## config.mk

```make
export PLATFORM = sky130hd
export DESIGN_NAME = rom_bus_arbiter_flat
export DESIGN_NICKNAME = d
export VERILOG_FILES = /design/src/rtl/rom_bus_arbiter_if.sv /design/src/rtl/rom_bus_arbiter.sv /design/src/flat_wrapper.sv
export SDC_FILE = /design/constraint.sdc
export NUM_CORES = 1
export LEC_CHECK = 0
export CORE_MARGIN = 2
export CORE_UTILIZATION = 37
export CTS_BUF_LIST = sky130_fd_sc_hd__clkbuf_8
export CTS_CLUSTER_DIAMETER = 80
export DETAILED_ROUTE_END_ITERATION = 12
export GPL_TIMING_DRIVEN = 0
export HOLD_SLACK_MARGIN = 0.05
export PLACE_DENSITY = 0.91
export SLEW_MARGIN = 25
export SYNTH_ARGS = -nofsm -noshare
export SYNTH_HDL_FRONTEND = slang
export SYNTH_SLANG_ARGS = --single-unit
```

## constraint.sdc

```tcl
create_clock -name clk_sys -period 1.7 [get_ports clk_sys]
set_input_delay 0.255 -clock clk_sys [delete_from_list [all_inputs] [get_ports clk_sys]]
set_output_delay 0.255 -clock clk_sys [all_outputs]
set_load 0.01 [all_outputs]
```

## src/rtl/rom_bus_arbiter_if.sv

```systemverilog
// Requester-side bus of the game ROM arbiter: per-slot level requests with packed
// addresses, one-cycle acks and a shared registered read-data byte.
interface rom_bus_arbiter_if #(
    parameter int unsigned NREQ = 4,
    parameter int unsigned AW   = 17
) ();
    logic [NREQ-1:0]    req;
    logic [NREQ*AW-1:0] req_addr;   // slot i at [i*AW +: AW]
    logic [NREQ-1:0]    ack;
    logic [7:0]         rd_data;

    // Requesters (CPUs, tile/sprite fetchers) side.
    modport master (
        output req,
        output req_addr,
        input  ack,
        input  rd_data
    );

    // Arbiter side.
    modport slave (
        input  req,
        input  req_addr,
        output ack,
        output rd_data
    );
endinterface

```

## src/rtl/rom_bus_arbiter.sv

```systemverilog
// rom_bus_arbiter: shares the single-port game ROM between NREQ read requesters
// (round-robin, one read in flight) and owns the ROM write path during an HPS ioctl
// download, holding the game core off while the download runs and for one drain cycle.
// Optional build macro ARB_FIXED_PRIO_EN: fixed priority (lowest index wins), rptr held 0.
module rom_bus_arbiter #(
    parameter int unsigned NREQ    = 4,
    parameter int unsigned AW      = 17,
    parameter int unsigned ROM_LAT = 1
) (
    input  logic             clk_sys,
    input  logic             reset_n,
    rom_bus_arbiter_if.slave bus,
    input  logic             ioctl_download,
    input  logic             ioctl_wr,
    input  logic [AW-1:0]    ioctl_addr,
    input  logic [7:0]       ioctl_dout,
    output logic [AW-1:0]    rom_addr,
    output logic             rom_we,
    output logic [7:0]       rom_din,
    input  logic [7:0]       rom_do,
    output logic             game_hold
);
    localparam int unsigned IW      = (NREQ > 1) ? $clog2(NREQ) : 1;
    localparam logic [IW-1:0] LastIdx = IW'(NREQ - 1);
    localparam logic [IW:0]   NreqW   = (IW + 1)'(NREQ);
    localparam logic [1:0]    LatInit = 2'(ROM_LAT - 1);

    localparam logic [2:0] StIdle     = 3'd0;
    localparam logic [2:0] StWait     = 3'd1;
    localparam logic [2:0] StCapture  = 3'd2;
    localparam logic [2:0] StDownload = 3'd3;
    localparam logic [2:0] StDrain    = 3'd4;

    logic [2:0]      state_q, state_d;
    logic [IW-1:0]   grant_q, grant_d;
    logic [IW-1:0]   rptr_q, rptr_d;
    logic [1:0]      cnt_q, cnt_d;
    logic [NREQ-1:0] ack_q, ack_d;
    logic [7:0]      rd_data_q, rd_data_d;
    logic [AW-1:0]   rom_addr_q, rom_addr_d;
    logic            rom_we_q, rom_we_d;
    logic [7:0]      rom_din_q, rom_din_d;
    logic            hold_q, hold_d;

    logic            pick_valid;
    logic [IW-1:0]   pick_idx;
    logic [AW-1:0]   pick_addr;

`ifdef ARB_FIXED_PRIO_EN
    // Winner selection: lowest active index wins (scan downward so it overwrites last).
    always_comb begin
        pick_valid = 1'b0;
        pick_idx   = '0;
        for (int i = NREQ - 1; i >= 0; i--) begin
            if (bus.req[IW'(i)]) begin
                pick_valid = 1'b1;
                pick_idx   = IW'(i);
            end
        end
    end
`else
    // Winner selection: first active slot at or above rptr, wrapping mod NREQ.
    always_comb begin
        logic [IW:0] slot;
        pick_valid = 1'b0;
        pick_idx   = '0;
        slot       = '0;
        for (int i = NREQ - 1; i >= 0; i--) begin
            slot = {1'b0, rptr_q} + (IW + 1)'(i);
            if (slot >= NreqW) begin
                slot = slot - NreqW;
            end
            if (bus.req[slot[IW-1:0]]) begin
                pick_valid = 1'b1;
                pick_idx   = slot[IW-1:0];
            end
        end
    end
`endif

    // Address mux for the selected requester.
    always_comb begin
        pick_addr = '0;
        for (int i = 0; i < NREQ; i++) begin
            if (pick_idx == IW'(i)) begin
                pick_addr = bus.req_addr[i*AW +: AW];
            end
        end
    end

    // Arbiter / download FSM next-state and registered-output logic.
    always_comb begin
        state_d    = state_q;
        grant_d    = grant_q;
        rptr_d     = rptr_q;
        cnt_d      = cnt_q;
        ack_d      = '0;
        rd_data_d  = rd_data_q;
        rom_addr_d = rom_addr_q;
        rom_we_d   = 1'b0;
        rom_din_d  = rom_din_q;
        hold_d     = hold_q;
        case (state_q)
            StIdle: begin
                // Download takes precedence over any pending read request.
                if (ioctl_download) begin
                    hold_d  = 1'b1;
                    state_d = StDownload;
                end else begin
                    hold_d = 1'b0;
                    if (pick_valid) begin
                        grant_d    = pick_idx;
                        rom_addr_d = pick_addr;
                        cnt_d      = LatInit;
                        state_d    = StWait;
                    end
                end
            end
            StWait: begin
                if (cnt_q == 2'd0) begin
                    state_d = StCapture;
                end else begin
                    cnt_d = cnt_q - 2'd1;
                end
            end
            StCapture: begin
                rd_data_d      = rom_do;
                ack_d[grant_q] = 1'b1;
`ifdef ARB_FIXED_PRIO_EN
                rptr_d = '0;
`else
                rptr_d = (grant_q == LastIdx) ? '0 : grant_q + 1'b1;
`endif
                state_d = StIdle;
            end
            StDownload: begin
                hold_d = 1'b1;
                // A write coinciding with the download falling edge is still issued.
                if (ioctl_wr) begin
                    rom_addr_d = ioctl_addr;
                    rom_din_d  = ioctl_dout;
                    rom_we_d   = 1'b1;
                end
                if (!ioctl_download) begin
                    state_d = StDrain;
                end
            end
            StDrain: begin
                hold_d  = 1'b1;
                rptr_d  = '0;
                state_d = StIdle;
            end
            default: begin
                state_d = StIdle;
            end
        endcase
    end

    // State registers; async reset drops any outstanding read without an ack.
    always_ff @(posedge clk_sys or negedge reset_n) begin
        if (!reset_n) begin
            state_q    <= StIdle;
            grant_q    <= '0;
            rptr_q     <= '0;
            cnt_q      <= '0;
            ack_q      <= '0;
            rd_data_q  <= '0;
            rom_addr_q <= '0;
            rom_we_q   <= 1'b0;
            rom_din_q  <= '0;
            hold_q     <= 1'b1;
        end else begin
            state_q    <= state_d;
            grant_q    <= grant_d;
            rptr_q     <= rptr_d;
            cnt_q      <= cnt_d;
            ack_q      <= ack_d;
            rd_data_q  <= rd_data_d;
            rom_addr_q <= rom_addr_d;
            rom_we_q   <= rom_we_d;
            rom_din_q  <= rom_din_d;
            hold_q     <= hold_d;
        end
    end

    assign bus.ack     = ack_q;
    assign bus.rd_data = rd_data_q;
    assign rom_addr    = rom_addr_q;
    assign rom_we      = rom_we_q;
    assign rom_din     = rom_din_q;
    assign game_hold   = hold_q;
endmodule

```

## src/flat_wrapper.sv

```systemverilog
// flat-port wrapper written by rule: the top's interface ports become plain ports
module rom_bus_arbiter_flat 
#(
    parameter int unsigned NREQ    = 4,
    parameter int unsigned AW      = 17,
    parameter int unsigned ROM_LAT = 1
)
  (clk_sys, reset_n, ioctl_download, ioctl_wr, ioctl_addr, ioctl_dout, rom_addr, rom_we, rom_din, rom_do, game_hold, bus_req, bus_req_addr, bus_ack, bus_rd_data);
  rom_bus_arbiter_if #(.NREQ(NREQ), .AW(AW)) bus_i ();
  input  logic clk_sys;
  input  logic reset_n;
  input  logic ioctl_download;
  input  logic ioctl_wr;
  input  logic [AW-1:0] ioctl_addr;
  input  logic [7:0] ioctl_dout;
  output logic [AW-1:0] rom_addr;
  output logic rom_we;
  output logic [7:0] rom_din;
  input  logic [7:0] rom_do;
  output logic game_hold;
  input wire logic [$bits(bus_i.req)-1:0] bus_req;
  input wire logic [$bits(bus_i.req_addr)-1:0] bus_req_addr;
  output wire logic [$bits(bus_i.ack)-1:0] bus_ack;
  output wire logic [$bits(bus_i.rd_data)-1:0] bus_rd_data;
  assign bus_i.req = bus_req;
  assign bus_i.req_addr = bus_req_addr;
  assign bus_ack = bus_i.ack;
  assign bus_rd_data = bus_i.rd_data;
  rom_bus_arbiter #(.NREQ(NREQ), .AW(AW), .ROM_LAT(ROM_LAT)) u_core (.clk_sys(clk_sys), .reset_n(reset_n), .bus(bus_i), .ioctl_download(ioctl_download), .ioctl_wr(ioctl_wr), .ioctl_addr(ioctl_addr), .ioctl_dout(ioctl_dout), .rom_addr(rom_addr), .rom_we(rom_we), .rom_din(rom_din), .rom_do(rom_do), .game_hold(game_hold));
endmodule
```

### Word-level counts from Yosys, hierarchy flattened

Index checks and enable logic that the tools add are counted.

| storage, ports and cells | value |
|---|---|
| word-level logic and storage cells | 105 |
| bits in registers | 48 |
| input bits | 109 |
| output and inout port bits | 39 |

| operators by class | value |
|---|---|
| reductions and logical operators | 14 |
| bitwise operators | 1 |
| $add $sub $neg | 9 |
| equal/unequal tests | 15 |
| $lt $le $gt $ge | 10 |
| muxes and demuxes | 46 |

Operator list:

| operator | count |
|---|---|
| $mux W17 | 7 |
| $pmux W17 S2 | 1 |
| $mux W2 | 12 |
| $lt A2 B3 Y1 const B | 5 |
| $mux W1 | 12 |
| $mux W3 | 4 |
| $sub A2 B1 Y2 const B | 5 |
| $ge A3 B3 Y1 const B | 3 |
| $pmux W3 S3 | 1 |
| $bmux W1 S2 | 4 |
| $ne A2 B2 Y1 const B | 4 |
| $pmux W2 S2 | 2 |
| $reduce_and A4 Y1 | 2 |
| $reduce_bool A2 Y1 | 4 |
| $add A2 B2 Y3 const B | 2 |
| $eq A2 B2 Y1 const B | 3 |
| $eq A3 B2 Y1 const B | 2 |
| $reduce_and A3 Y1 | 2 |
| $logic_not A2 Y1 | 2 |
| $mux W4 | 1 |
| $ne A2 B1 Y1 const B | 2 |
| $add A2 B1 Y3 const B | 1 |
| $eq A3 B1 Y1 const B | 1 |
| $eq A3 B3 Y1 const B | 1 |
| other kinds (12) | 12 |

### Longest topological paths before layout

Gate-level depths: netlist of run 1.

| depth | value |
|---|---|
| word-level depth | 17 |
| depth in mapped cells | 9 |
| depth with buffers taken out | 7 |

### Worst setup path before layout of run 1

No wires, ideal clock.

| timing path | value |
|---|---|
| path kind | reg-to-reg |
| start point | register u_core.rptr_q[1] |
| end point | register u_core.rom_addr_q[0] (netlist: u_core.rom_addr[0]) |
| path slack | 0.071 ns |
| period minus slack after synthesis | 1.629 ns |
| cell stages (with the launch flop) | 8 |
| data arrival time | 1.507 ns |
| buffers on the path | 3 |
| required time | 1.577 ns |
| library setup time | 0.123 ns |
| cell sequence | dfrtp_1 > buf_6 > o21bai_1 > a22o_1 > buf_6 > buf_8 > a221o_1 > o2bb2ai_1 |

| between the ends | value |
|---|---|
| cells in the longest elaborated chain, start to end | 17 |
| elaborated cells on any way between the ends | 44 |
| classes of those cells | 7 x add/sub; 4 x order compare; 4 x eq/ne; 27 x mux; 2 x reduce/logical |

Ends and longest elaborated chain:

| element | RTL line | source |
|---|---|---|
| start, declared | rom_bus_arbiter.sv:36 | `logic [IW-1:0] rptr_q, rptr_d;` |
| start signal, assigned | rom_bus_arbiter.sv:175 | `rptr_q <= rptr_d;` |
| $add A2 B2 Y3 | rom_bus_arbiter.sv:69 | `slot = {1'b0, rptr_q} + (IW + 1)'(i);` |
| $ge A3 B3 Y1 or $sub A2 B1 Y2 (tied branches) | rom_bus_arbiter.sv:70, rom_bus_arbiter.sv:71 |  |
| $mux W2 | rom_bus_arbiter.sv:70 | `if (slot >= NreqW) begin` |
| $bmux W1 S2 | rom_bus_arbiter.sv:73 | `if (bus.req[slot[IW-1:0]]) begin` |
| $mux W1 (implied by the code) | rom_bus_arbiter.sv:73 |  |
| $mux W2 (4 in series) | rom_bus_arbiter.sv:73 |  |
| $logic_not A2 Y1 | rom_bus_arbiter.sv:85 | `if (pick_idx == IW'(i)) begin` |
| $mux W17 (4 in series) | rom_bus_arbiter.sv:85 |  |
| $mux W17 | rom_bus_arbiter.sv:111 | `if (pick_valid) begin` |
| $mux W17 | rom_bus_arbiter.sv:106 | `if (ioctl_download) begin` |
| $pmux W17 S2 | rom_bus_arbiter.sv:103 | `case (state_q)` |
| end signal, assigned | rom_bus_arbiter.sv:179 | `rom_addr_q <= rom_addr_d;` |
| end, declared | rom_bus_arbiter.sv:40 | `logic [AW-1:0] rom_addr_q, rom_addr_d;` |

Parallel ways exist; a longest one is shown, timed or not. The select of a mux whose other input is x is not followed.
A chain may end at the register's enable or synchronous reset.

### Worst setup path after layout of run 1

| timing path | value |
|---|---|
| start point | register u_core.rptr_q[0] |
| end point | register u_core.rom_addr_q[16] (netlist: u_core.rom_addr[16]) |

Same word-level chain as after synthesis.

==> impl_metrics.json, run 1 <==
{
  "placed_cell_area_sq_um": 4449,
  "final_nets": 557,
  "finalSetupViolations": 10,
  "run_status": "complete, but fails checks",
  "timing.fmax_ghz": 0.5746,
  "timing_worst_slew_pin_value_ns": 0.5971,
  "clock_path_buffers": 2,
  "layoutNonFillerInstCount": 546,
  "post_synth_main_area_contributors": "dfrtp_1 (41%), nand2_1 (6.3%), mux2i_1 (6.0%)",
  "wl_per_cell_um": 17.02,
  "placementRows": 32,
  "ant_nets": 0,
  "synthDistinctLibCells": 47,
  "clock-skew-final_ns": 0.008907,
  "synth_fp_nets": 390,
  "critical_path_max_stage_delay_ns": 0.42,
  "antenna_found_initial": 0,
  "commonest_non_fill_non_tap_cell_in_the_layout": "clkdlybuf4s50_1",
  "route.detailed.vias_per_inst": 5.277,
  "floorplan.io_pins": 148,
  "place_hpwl_um": 6671,
  "netlist.area_leader.share_pct": 41.23,
  "critical_path.endpoint_type": "flop",
  "grt_remaining_overflow": 0,
  "number_of_global_route_vias_before_repair": 2930,
  "required_ns": 1.90,
  "synth.cell_area_sq_um": 2853,
  "final_critical_path_setup_slack_ns": -0.04028,
  "die_h_um": 91.81,
  "wire_length_of_the_first_global_routing_pass_um": 13910,
  "synth_seq_area_share_pct": 42.15,
  "rsz0062_at_grt": "true",
  "synth_seq_cells": 48,
  "port_buffers": 147,
  "tritoncts_clock_tree": "built",
  "syn2layout_area_growth_pct": 70.66,
  "netlist_instances": 276,
  "drt_first_iter_violations": 98,
  "timing.max_cap.violations": 0,
  "drc": 0,
  "drt_first_pass_iters": 4,
  "timing.critical_path.buf_inv": 3,
  "count_of_clock_tree_sinks": 48,
  "p_per_area_nw_per_um2": 1460,
  "yosys_warnings": 0,
  "critical_path_s_top_delay_family": "compound AO/OA/AOI/OAI gates",
  "floorplan.die_area_sq_um": 8428,
  "synth-async-reset-ratio_pct": 100.0,
  "place.detailed.instances": 525,
  "critPathArrivalTime_ns": 1.94,
  "nFillCells": 605,
  "yosys_most_used_dff": "dfrtp_1",
  "final_hold_viol_count": 0,
  "crit_slowest_cell": "dfrtp_1",
  "gpl.final_weighted_congestion": 0.8634,
  "final.min_clock_period_ns": 1.740,
  "synth_edf_count": 0,
  "core_footprint_sq_um": 7607,
  "post_route_cells_drive_above_1_share_pct": 19.59,
  "cts_made_buffers": 5,
  "worstPathCellList": "inv_1 -> o22ai_1 -> a22o_1 -> buf_6 -> buf_4 -> a221o_1 -> o2bb2ai_1",
  "mostFrequentLayoutCells": "clkdlybuf4s50_1 (141), nand2_1 (48), dfrtp_1 (46)",
  "violations_in_the_final_reports": "negative setup slack",
  "dieWidth_um": 91.81,
  "detailroute.via_count": 2881,
  "fin_setup_tns_ns": -0.2312,
  "floorplan.initialDensity_pct": 37.50,
  "post-layout-total-power_mw": 7.108,
  "vdd_drop_max_mv": 0.6799,
  "grt.total_usage_pct": 20.89,
  "headroom_to_the_max_slew_limit_pct": 60.19,
  "grt_max_degree": 49,
  "number_of_diodes": 0,
  "cts_max_level": 2,
  "finalMaxSlewViolations": 0,
  "min-delay-path-class": "in -> reg",
  "cts_root_buffer": "clkbuf_8",
  "worst-setup-path-type": "reg -> reg",
  "post-route-cell-area_sq_um": 4868,
  "final_min_period_over_clock_period_pct": 102.4,
  "timing.critical_path.from_type": "flop",
  "clkLatencyLatePin_ns": 0.30,
  "syn_area_per_cell_sq_um": 10.34,
  "placement.setup.worst_slack_ns": -0.5361,
  "route.final.wire_length_um": 9292,
  "cp_max_fo": 7,
  "leakage_nw": 2.090,
  "clkSlewWorstSetupHoldPaths_ns": 0.10,
  "synth_top_area_cell": "dfrtp_1"
}
-- synth_stat cells (all sizes together), types with 2 or more instances --
cell / count
nand2: 50
dfrtp: 47
nor2: 27
o2bb2ai: 19
mux2i: 17
a221o: 16
a2bb2oi: 16
buf: 14
inv: 9
mux2: 9
a21oi: 8
ha: 5
o21ai: 5
and3: 4
nand2b: 4
nor2b: 4
clkbuf: 3
nor4: 3
a221oi: 2
nor3: 2
o21bai: 2
o22ai: 2
-- metrics by stage --
step | util, % | hold slack [ns]
2_1_floorplan | - | -0.04059
3_3_place_gp | 58.52 | 0.4601
3_5_place_dp | 58.49 | 0.3043
4_1_cts | 62.25 | 0.4276
5_1_grt | 64.00 | 0.4764
6_report | 64.00 | 0.4340
-- cell families (layout without fill, tap and decap cells) --
logic type	after synthesis	after routing	synth area share [%]
adders and majority gates	5	5	2.193
and+or+nand+nor	97	97	16.97
DFF	48	48	42.15
AOI/OAI and AO/OA	74	74	21.93
buffers and inverters	26	194	6.184
muxes	26	26	10.57
-- path summary, 6_finish.rpt --
kind	from	end	slack [ns]	depth (start not counted)
setup / recovery	u_core.rptr_q[0]	u_core.rom_addr[16]	-0.04	7
hold / removal	ioctl_download	u_core.state_q[2]	0.43	2
setup reg to reg	u_core.rptr_q[0]	u_core.rom_addr[16]	-0.04	7
hold reg to reg	u_core.rom_din[5]	u_core.rom_din[5]	0.49	2
max in group asynchronous	reset_n	u_core.state_q[1]	0.78	2
min in group asynchronous	reset_n	u_core.bus.rd_data[1]	0.50	2
-- routing by layer --
layer / global-route usage, % / routed length, um / vias up
met5: 0 / 0 / -
met4: 7.090 / 269 / 0
met3: 4.684 / 662 / 24
met2: 38.91 / 4860 / 147
met1: 23.36 / 3500 / 1362
li1: - / - / 1348
-- what timing repair did --
| item | CTS | global route |
|---|---|---|
| gates resized for setup | 17 | 23 |
| setup endpoints to repair | 27 | 19 |
| buffers inserted | 11 | 1 |
| hold buffers | 1 | 0 |
| pin swaps | 8 | 2 |
| hold endpoints to repair | 47 | 0 |
-- worst register-to-register path, stage by stage (launching register included) --
cell	delay, ns
dfrtp_1	0.42
inv_1	0.12
o22ai_1	0.10
a22o_1	0.23
buf_6	0.14
buf_4	0.14
a221o_1	0.35
o2bb2ai_1	0.14
-- power by group --
group / total, mW / switching, mW / internal [mW] / leakage, nW
registers: 1.91 / 0.290 / 1.62 / 0.559
clock network: 0.885 / 0.404 / 0.482 / 0.0614
logic: 4.31 / 1.96 / 2.35 / 1.47
total: 7.11 / 2.65 / 4.46 / 2.09
-- sequential cells by signal (all words and copies together) (netlist names) --
signal,flops
u_core.grant_q,2
u_core.rom_we,1
u_core.game_hold,1
u_core.rom_din,8
u_core.rptr_q,2
u_core.bus.ack,4
u_core.rom_addr,17
u_core.bus.rd_data,8
u_core.state_q,3
u_core.cnt_q,2
-- layout make-up --
class	instances	area, sq um	area share, %
Clock inverter	2	38.79	0.7967
Clock buffer	6	82.58	1.696
Tap cell	102	127.6	2.621
Inverter	9	38.79	0.7967
Timing Repair Buffer	160	1592	32.69
Buffer	17	161.4	3.315
Sequential cell	48	1204	24.72
Multi-Input combinational cell	202	1624	33.36
No activity file was read; power rests on OpenSTA's default activity.
==> run 2, diff against run 1 <==
--- a/config.mk
+++ b/config.mk
@@ -6,13 +6,12 @@
 export NUM_CORES = 1
 export LEC_CHECK = 0
 export CORE_MARGIN = 2
-export CORE_UTILIZATION = 37
-export CTS_BUF_LIST = sky130_fd_sc_hd__clkbuf_8
+export CORE_UTILIZATION = 36
 export CTS_CLUSTER_DIAMETER = 80
 export DETAILED_ROUTE_END_ITERATION = 12
 export GPL_TIMING_DRIVEN = 0
 export HOLD_SLACK_MARGIN = 0.05
-export PLACE_DENSITY = 0.91
+export PLACE_DENSITY = 0.89
 export SLEW_MARGIN = 25
 export SYNTH_ARGS = -nofsm -noshare
 export SYNTH_HDL_FRONTEND = slang
==> run 2 against run 1 <==
The run still ends with negative setup slack left; clock power hardly changed; register-to-register slack worse by 0.02 ns; fmax is 0.92% lower; count of clock-buffer cells in the layout stayed put; largest power group unchanged; global-route usage is 0.58 points lower; critical endpoint is now u_core.rom_addr[8].
==> impl_metrics.json, run 2 (synthesis results as in run 1) <==
{
  "run_status": "complete, but fails checks",
  "violations_in_the_final_reports": "negative setup slack",
  "port_buffers": 147,
  "largest_reg_flops": 17,
  "detailroute.via_count": 2870,
  "clock_power_share_pct": 12.6,
  "floorplan.initialDensity_pct": 37.11,
  "finalSetupViolations": 10,
  "headroom_to_the_max_slew_limit_pct": 59.23,
  "number_of_diodes": 0,
  "power_switching_share_pct": 37.08,
  "timing_worst_slew_pin_value_ns": 0.6116,
  "route.detailed.vias_per_inst": 5.285,
  "drc": 0,
  "min-delay-path-class": "in -> reg",
  "number_of_global_route_vias_before_repair": 2838,
  "route.final.wire_length_um": 9138,
  "grt.total_usage_pct": 20.31,
  "internal-power_mw": 4.422,
  "cts_made_buffers": 5,
  "power.net_switching_mw": 2.606,
  "placed_cell_area_sq_um": 4449,
  "commonest_non_fill_non_tap_cell_in_the_layout": "clkdlybuf4s50_1",
  "final_hold_viol_count": 0,
  "post-route-cell-area_sq_um": 4812,
  "core_footprint_sq_um": 7687,
  "worst_path_most_repeated_cell": "buf_6",
  "place_hpwl_um": 6572,
  "cp_max_fo": 10,
  "clkSlewWorstSetupHoldPaths_ns": 0.09,
  "tritoncts_clock_tree": "built",
  "crit_slowest_cell": "dfrtp_1",
  "clock_path_buffers": 2,
  "worst-setup-path-type": "reg -> reg",
  "count_of_clock_tree_sinks": 48,
  "clock-skew-final_ns": 0.004994,
  "timing.critical_path.from_type": "flop",
  "pwr-share-comb_pct": 60.3,
  "critPathArrivalTime_ns": 1.95,
  "critical_path_s_top_delay_family": "compound AO/OA/AOI/OAI gates",
  "ant_nets": 0,
  "rsz0062_at_grt": "true",
  "vdd_drop_max_mv": 0.6074,
  "antenna_found_initial": 0,
  "critical_path_max_stage_delay_ns": 0.39,
  "final.min_clock_period_ns": 1.756,
  "placementRows": 32,
  "seq_power_share_pct": 27.0,
  "grt_remaining_overflow": 0,
  "mostFrequentLayoutCells": "clkdlybuf4s50_1 (141), nand2_1 (48), dfrtp_1 (46)",
  "cts_root_buffer": "clkbuf_8",
  "wire_length_of_the_first_global_routing_pass_um": 13580,
  "drt_first_iter_violations": 88,
  "p_per_area_nw_per_um2": 1460,
  "final_nets": 554,
  "cts_max_level": 2,
  "timing.fmax_ghz": 0.5693,
  "finalMaxSlewViolations": 0,
  "gpl.final_weighted_congestion": 0.9067,
  "die_h_um": 93.02,
  "dieWidth_um": 93.02,
  "timing.critical_path.buf_inv": 3,
  "required_ns": 1.90,
  "final_min_period_over_clock_period_pct": 103.3,
  "leakage_nw": 2.079,
  "timing.max_cap.violations": 0,
  "final_critical_path_setup_slack_ns": -0.05643,
  "worstPathCellList": "buf_6 -> o21bai_4 -> a22o_1 -> buf_6 -> buf_8 -> a221o_1 -> o2bb2ai_1",
  "nFillCells": 652,
  "critical_path.endpoint_type": "flop",
  "drt_first_pass_iters": 4,
  "floorplan.io_pins": 148,
  "grt_max_degree": 49,
  "clkLatencyLatePin_ns": 0.31,
  "wl_per_cell_um": 16.83,
  "fin_worst_hold_slack_ns": 0.4277,
  "syn2layout_area_growth_pct": 68.68,
  "floorplan.die_area_sq_um": 8653,
  "post_route_cells_drive_above_1_share_pct": 17.91
}
-- run 2: worst register-to-register path, cell delays in order, from the launching register on --
cell       delay (ns)
dfrtp_1          0.39
buf_6            0.14
o21bai_4         0.16
a22o_1           0.19
buf_6            0.14
buf_8            0.14
a221o_1          0.37
o2bb2ai_1        0.12
-- run 2: cell type report --
type                       count  area [sq um]  share of cell area, %
timing repair buffer         157          1587                  32.97
multi-input combinational    202          1573                  32.68
sequential                    48          1204                  25.01
buffer                        17         161.4                  3.354
tap                          102         127.6                  2.652
clock buffer                   6         82.58                  1.716
clock inverter                 2         38.79                 0.8060
inverter                       9         38.79                 0.8060
-- run 2: power groups by stage --
stage               Clock, mW  Combinational (mW)  Sequential, mW
floorplan                   0                2.12            2.07
global placement            0                3.67            1.90
detailed placement          0                3.78            1.93
CTS                     0.904                4.02            1.91
global route            0.950                4.59            1.96
finish                  0.888                4.24            1.90
-- run 2: layer usage --
layer,routed length [um],vias up,track usage (%)
met5,0,-,0
met4,137,0,5.637
met3,636,14,5.721
met2,4786,127,37.44
met1,3578,1390,22.82
li1,-,1339,-
-- run 2: worst paths after layout --
path                            cells after the start                     to              start  slack [ns]
worst max-delay path                                7     u_core.rom_addr[8]   u_core.rptr_q[1]       -0.06
worst min-delay path                                2      u_core.state_q[2]     ioctl_download        0.43
worst min register to register                      2      u_core.rom_din[5]  u_core.rom_din[5]        0.48
worst max register to register                      7     u_core.rom_addr[8]   u_core.rptr_q[1]       -0.06
min in group asynchronous                           2  u_core.bus.rd_data[6]            reset_n        0.50
max in group asynchronous                           2      u_core.state_q[1]            reset_n        0.77
-- run 2: through the flow --
stage	utilization [%]	instances	setup TNS [ns]	power [mW]	setup WS, ns
after floorplan	-	276	0	4.190	0.07088
after global placement	57.91	525	-53.54	5.572	-0.9714
after detailed placement	57.88	525	-8.655	5.705	-0.5137
after CTS	61.18	541	-0.1748	6.828	-0.03252
after global routing	62.60	543	-1.613	7.495	-0.1213
final	62.60	543	-0.4141	7.028	-0.05643
-- run 2: repair_timing --
action | 4_1_cts | 5_1_grt
pin swaps | 9 | 3
gates resized for setup | 18 | 15
setup buffers | 7 | 1
hold buffers | 1 | 0
setup endpoints to repair | 27 | 18
cloned | 0 | 1
endpoints found under the hold margin | 47 | 0
==> run 3, diff against run 2 <==
--- a/config.mk
+++ b/config.mk
@@ -8,6 +8,7 @@
 export CORE_MARGIN = 2
 export CORE_UTILIZATION = 36
 export CTS_CLUSTER_DIAMETER = 80
+export CTS_CLUSTER_SIZE = 16
 export DETAILED_ROUTE_END_ITERATION = 12
 export GPL_TIMING_DRIVEN = 0
 export HOLD_SLACK_MARGIN = 0.05
==> results of run 3 <==
The final DEF is identical to that of run 2; final timing and power are the same.
